`src/rtl/risc8_pkg.sv`:
```
// Shared types and constants for the risc8 memory-port arbiter.
package risc8_pkg;

    typedef enum logic [1:0] {
        OWN_NONE,
        OWN_FETCH,
        OWN_DATA
    } mem_owner_t;

    typedef enum logic {
        ARB_IDLE,
        ARB_BUSY
    } arb_state_t;

    // Instruction fetches live in the lowest 64K page of the 24-bit space.
    localparam logic [7:0] FETCH_PAGE = 8'h00;

endpackage

```
`src/rtl/risc8_arb_prio.sv`:
```
// Data-first priority select with a saturating starvation counter that
// forces a fetch grant after STARVE_MAX consecutive data wins.
module risc8_arb_prio #(
    parameter int STARVE_MAX = 4
) (
    input  logic clk,
    input  logic rst,
    input  logic arb_en,
    input  logic f_req,
    input  logic d_req,
    output logic f_win,
    output logic d_win
);

    localparam int SW = (STARVE_MAX < 1) ? 1 : $clog2(STARVE_MAX + 1);
    localparam logic [SW-1:0] SMAX = SW'(STARVE_MAX);

    logic [SW-1:0] starve_q, starve_d;

    always_comb begin
        d_win    = arb_en & d_req & ~(f_req & (starve_q == SMAX));
        f_win    = arb_en & f_req & ~d_win;
        starve_d = starve_q;
        // Only data wins that actually delay a waiting fetch count as starvation.
        if (!f_req || f_win) begin
            starve_d = '0;
        end else if (d_win && (starve_q != SMAX)) begin
            starve_d = starve_q + SW'(1);
        end
    end

    always_ff @(posedge clk or posedge rst) begin
        if (rst) begin
            starve_q <= '0;
        end else begin
            starve_q <= starve_d;
        end
    end

endmodule

```
`src/rtl/risc8_mem_arbiter.sv`:
```
// Single-outstanding arbiter sharing the risc8 memory port between
// instruction fetch and the datapath; data wins unless fetch is starving.
module risc8_mem_arbiter
    import risc8_pkg::*;
#(
    parameter int AW         = 24,
    parameter int DW         = 16,
    parameter int MEM_LAT    = 1,
    parameter int STARVE_MAX = 4
) (
    input  logic          clk,
    input  logic          rst,
    input  logic          f_req,
    input  logic [15:0]   f_addr,
    output logic          f_gnt,
    output logic          f_rvalid,
    output logic [15:0]   f_rdata,
    input  logic          d_req,
    input  logic          d_we,
    input  logic [AW-1:0] d_addr,
    input  logic [DW-1:0] d_wdata,
    output logic          d_gnt,
    output logic          d_rvalid,
    output logic [DW-1:0] d_rdata,
    output logic [AW-1:0] m_addr,
    output logic [DW-1:0] m_wdata,
    output logic          m_we,
    input  logic [DW-1:0] m_rdata,
    output logic          stall
);

    localparam logic [2:0] LAT_LAST = 3'(MEM_LAT - 1);

    arb_state_t    state_q, state_d;
    mem_owner_t    owner_q, owner_d;
    logic          we_q, we_d;
    logic [2:0]    lat_cnt_q, lat_cnt_d;
    logic [AW-1:0] m_addr_q, m_addr_d;
    logic [DW-1:0] m_wdata_q, m_wdata_d;
    logic [15:0]   f_rdata_q, f_rdata_d;
    logic [DW-1:0] d_rdata_q, d_rdata_d;

    logic busy, resp_cyc, arb_en, f_win, d_win;

    assign busy     = (state_q == ARB_BUSY);
    assign resp_cyc = busy & (lat_cnt_q == LAT_LAST);
    // Reset also masks the combinational grant path so every output is 0 while rst is high.
    assign arb_en   = ~rst & (~busy | resp_cyc);

    risc8_arb_prio #(
        .STARVE_MAX(STARVE_MAX)
    ) u_prio (
        .clk   (clk),
        .rst   (rst),
        .arb_en(arb_en),
        .f_req (f_req),
        .d_req (d_req),
        .f_win (f_win),
        .d_win (d_win)
    );

    always_comb begin
        f_gnt    = f_win;
        d_gnt    = d_win;
        m_we     = d_win & d_we;
        m_addr   = m_addr_q;
        m_wdata  = m_wdata_q;
        if (d_win) begin
            m_addr  = d_addr;
            m_wdata = d_wdata;
        end else if (f_win) begin
            m_addr  = AW'({FETCH_PAGE, f_addr});
        end
        f_rvalid = resp_cyc & (owner_q == OWN_FETCH);
        d_rvalid = resp_cyc & (owner_q == OWN_DATA);
        f_rdata  = f_rvalid ? 16'(m_rdata) : f_rdata_q;
        d_rdata  = (d_rvalid & ~we_q) ? m_rdata : d_rdata_q;
        stall    = ~rst & ((f_req & ~f_win) | (d_req & ~d_win) | (busy & ~resp_cyc));
    end

    always_comb begin
        state_d   = state_q;
        owner_d   = owner_q;
        we_d      = we_q;
        lat_cnt_d = lat_cnt_q;
        m_addr_d  = m_addr;
        m_wdata_d = m_wdata;
        f_rdata_d = f_rdata;
        d_rdata_d = d_rdata;
        // A grant in the response cycle chains straight into the next access.
        if (f_win || d_win) begin
            state_d   = ARB_BUSY;
            owner_d   = d_win ? OWN_DATA : OWN_FETCH;
            we_d      = m_we;
            lat_cnt_d = '0;
        end else if (resp_cyc) begin
            state_d   = ARB_IDLE;
            owner_d   = OWN_NONE;
            we_d      = 1'b0;
            lat_cnt_d = '0;
        end else if (busy) begin
            lat_cnt_d = lat_cnt_q + 3'd1;
        end
    end

    always_ff @(posedge clk or posedge rst) begin
        if (rst) begin
            state_q   <= ARB_IDLE;
            owner_q   <= OWN_NONE;
            we_q      <= 1'b0;
            lat_cnt_q <= '0;
            m_addr_q  <= '0;
            m_wdata_q <= '0;
            f_rdata_q <= '0;
            d_rdata_q <= '0;
        end else begin
            state_q   <= state_d;
            owner_q   <= owner_d;
            we_q      <= we_d;
            lat_cnt_q <= lat_cnt_d;
            m_addr_q  <= m_addr_d;
            m_wdata_q <= m_wdata_d;
            f_rdata_q <= f_rdata_d;
            d_rdata_q <= d_rdata_d;
        end
    end

endmodule
```
`config.mk`:
```
export PLATFORM = sky130hd
export DESIGN_NAME = risc8_mem_arbiter
export DESIGN_NICKNAME = d
export VERILOG_FILES = /design/src/rtl/risc8_pkg.sv /design/src/rtl/risc8_arb_prio.sv /design/src/rtl/risc8_mem_arbiter.sv
export SDC_FILE = /design/constraint.sdc
export NUM_CORES = 1
export LEC_CHECK = 0
export CORE_MARGIN = 1
export CORE_UTILIZATION = 40
export DETAILED_ROUTE_END_ITERATION = 8
export PLACE_DENSITY = 0.88
export SYNTH_ARGS = -nofsm -noshare
export SYNTH_HDL_FRONTEND = slang
export SYNTH_SLANG_ARGS = --single-unit
```
`constraint.sdc`:
```
create_clock -name clk -period 3.05 [get_ports clk]
set_input_delay 0.4575 -clock clk [delete_from_list [all_inputs] [get_ports clk]]
set_output_delay 0.4575 -clock clk [all_outputs]
set_load 0.05 [all_outputs]
```
==> out/metrics.yaml <==
run_status:
  status: "completed"
global_routing:
  grt_pass1_vias: 2797
  overflow: 0
  grt_pass1_wl_um: 13400
  grt_max_degree: 45
  grt_usage_pct: 19.8
  antenna_found_initial: 0
synthesis:
  synth_area_um2: 3410
  post_synth.cell_area_avg_um2: 14.4
  synth_edf_count: 0
  ys.flop_type: "dfrtp_1"
  yosysSeqAreaShare_pct: 60.2
  synthDominantCellAreaShare_pct: 60.2
  synthTopCellsByArea: "dfrtp_1 (60%), mux2_2 (16%), a221o_1 (4.4%)"
  yosysTopAreaCell: "dfrtp_1"
  yosys_warnings: 0
  synth_cells: 237
  synth_nets: 318
  ys_ff_latch: 82
  yosysUniqueCellTypes: 38
  async_flop_share_pct: 100
place:
  io_buffers: 154
  dp_hpwl_um: 6170
  place_inst: 492
  place.gp.congestion: 0.771
setup_path:
  timing.rr.end: "d_rdata_q[10]"
  critPathMaxStageDelay_ns: 0.39
  cp.depth: 8
  worst-r2r-setup-slack_ns: 1.02
  slowest_stage: "dfrtp_1"
  cp.required_ns: 2.59
  crit_start: "lat_cnt_q[0]"
  endpoint: "d_rdata[1]"
  path_max_fanout: 16
  r2r-start: "lat_cnt_q[0]"
  r2r.worst_path.cells: 7
  path_delay_family: "simple AND/OR/NAND/NOR gates"
  crit_type: "flip-flop to output pin"
  worstSetupEndpointType: "output pin"
  path_buf_inv: 3
  crit_arrival_ns: 2.44
  cp_cell_sequence: "inv_1, ha_2, nor2b_4, nand2_4, nor4b_4, buf_6, mux2_2, buf_4"
  crit_path_start_kind: "flip-flop"
cells_and_area:
  utilization_pct: 66.4
  area_growth_pct: 60.0
  antennaDiodeCount: 0
  instances_no_fill: 508
  drive_gt1_share_pct: 40.4
  nets: 479
  fillers: 604
  final_common_cell: "dfrtp_1"
  regArea_um2: 2050
  layout_common_cells: "dfrtp_1 (82), clkdlybuf4s50_1 (77), buf_4 (52), mux2_2 (48), buf_12 (30)"
  multi_input_area_um2: 1270
cts:
  clk_pin_slew_ns: 0.08
  cts_hold_buf: 0
  clock_sinks: 82
  numCtsBuffers: 9
  htree_levels: 3
  clock_latency_ns: 0.34
  cts_tree: "done"
  root_buffer: "clkbuf_8"
  cts_max_path_buffers: 2
sta:
  rsz0062_at_grt: "no"
  holdWs_ns: 0.503
  finalHoldViolations: 0
  fin_skew_ns: 0.00918
  fmaxAchievable_mhz: 345
  slew_headroom_pct: 52.3
  timing_worst_slew_pin_value_ns: 0.713
  period_share_pct: 95.0
  finalSetupViolations: 0
  layout_min_cycle_time_ns: 2.90
  finalMaxSlewViolations: 0
  tns_ns: 0
route:
  firstDrtPassIters: 4
  viasPerCell: 5.05
  num_vias: 2567
  ant_nets: 0
  wl_per_cell_um: 16.4
  drc: 0
  drt_first_iter_violations: 52
  drt-total-wl_um: 8350
pwr:
  powerDensity_nw_per_um2: 697
  p_total_uw: 3800
  p_leak_uw: 0.00243
  peakVddDrop_v: 0.000416
floorplanning:
  floorplan.rows: 33
  start_util_pct: 41.5
  boundaryPins: 155
  core_area_um2: 8220
  die_h_um: 94.3
  die-area_um2: 8900
  chipWidth_um: 94.3
flow_run:
  drv_cap: 0
worst_hold_path:
  min_path_type: "flip-flop to flip-flop"
  worstHoldStart: "d_rdata_q[2]"
-- Yosys cell counts, drive strengths merged (2+ instances only) --
cell type / count
nand3: 3
a221o: 15
nor2b: 3
a31o: 2
nor3b: 3
o21ai: 3
a21oi: 2
inv: 8
a21boi: 3
ha: 4
a22o: 8
dfrtp: 82
and2: 17
nand2b: 2
mux2: 48
nand2: 9
buf: 12
nor2: 2
-- cell type report --
| class | count | area share [%] |
|---|---|---|
| Inverter | 8 | 0.573 |
| Sequential cell | 82 | 37.6 |
| Clock buffer | 9 | 2.27 |
| Multi-Input combinational cell | 135 | 23.2 |
| Timing Repair Buffer | 162 | 32.9 |
| Clock inverter | 7 | 1.01 |
| Tap cell | 105 | 2.41 |
-- per-layer routing --
| metal | share of wire, % | track usage [%] | up-vias |
|---|---|---|---|
| met5 | 0 | 0 | - |
| met4 | 2.1 | 7.82 | 0 |
| met3 | 8.4 | 7.44 | 13 |
| met2 | 51 | 34.3 | 104 |
| met1 | 38 | 21.8 | 1271 |
| li1 | - | - | 1179 |
-- through the flow --
step	area [µm²]	setup slack, ns
final	5460	0.152
after global routing	5460	0.0483
after CTS	5440	0.0314
after detailed placement	5250	0.204
after global placement	5250	0.211
after floorplan	3420	0.449
-- worst min path at each step --
stage                         endpoint  slack [ns]  depth (start not counted)
floorplan           u_prio.starve_q[1]        0.54                          2
global placement         f_rdata_q[13]        0.48                          1
detailed placement       f_rdata_q[11]        0.49                          1
CTS                       m_wdata_q[4]        0.51                          1
global route             f_rdata_q[12]        0.52                          1
finish                    d_rdata_q[2]        0.50                          1
-- repair_timing --
item	in CTS	in global routing
gates cloned	0	0
gates resized for setup	2	5
endpoints found under the setup margin	15	49
setup buffers	0	0
-- where the power goes --
part / leakage, µW / internal [µW] / switching, µW
sequential: 0.00100 / 1290 / 58.4
combinational: 0.00134 / 655 / 1090
clock: 0.0000858 / 301 / 407
total: 0.00243 / 2250 / 1550
-- flip-flops by register name, summed over array words and instances, names as in the netlist --
signal / count
busy: 1
d_rdata_q: 16
f_rdata_q: 16
lat_cnt_q: 3
m_addr_q: 24
m_wdata_q: 16
owner_q: 2
u_prio.starve_q: 3
we_q: 1
-- cells by family (layout without fill, tap and decap cells) --
logic type	after synthesis	in the layout	synth area share, %
DFF	82	82	60.2
AOI/OAI and AO/OA	40	40	10.2
muxes	49	49	16.1
buffers and inverters	20	186	3.56
adders and majority gates	4	4	1.47
and+or+nand+nor	42	42	8.48
-- worst reg2reg max path, stage by stage (launching register included) --
cell and delay, ns:
dfrtp_1 0.39, inv_1 0.10, ha_2 0.23, nor2b_4 0.24, nand2_4 0.11, nor4b_4 0.23
buf_6 0.22, mux2_2 0.38
No activity file was read; power rests on OpenSTA's default activity.
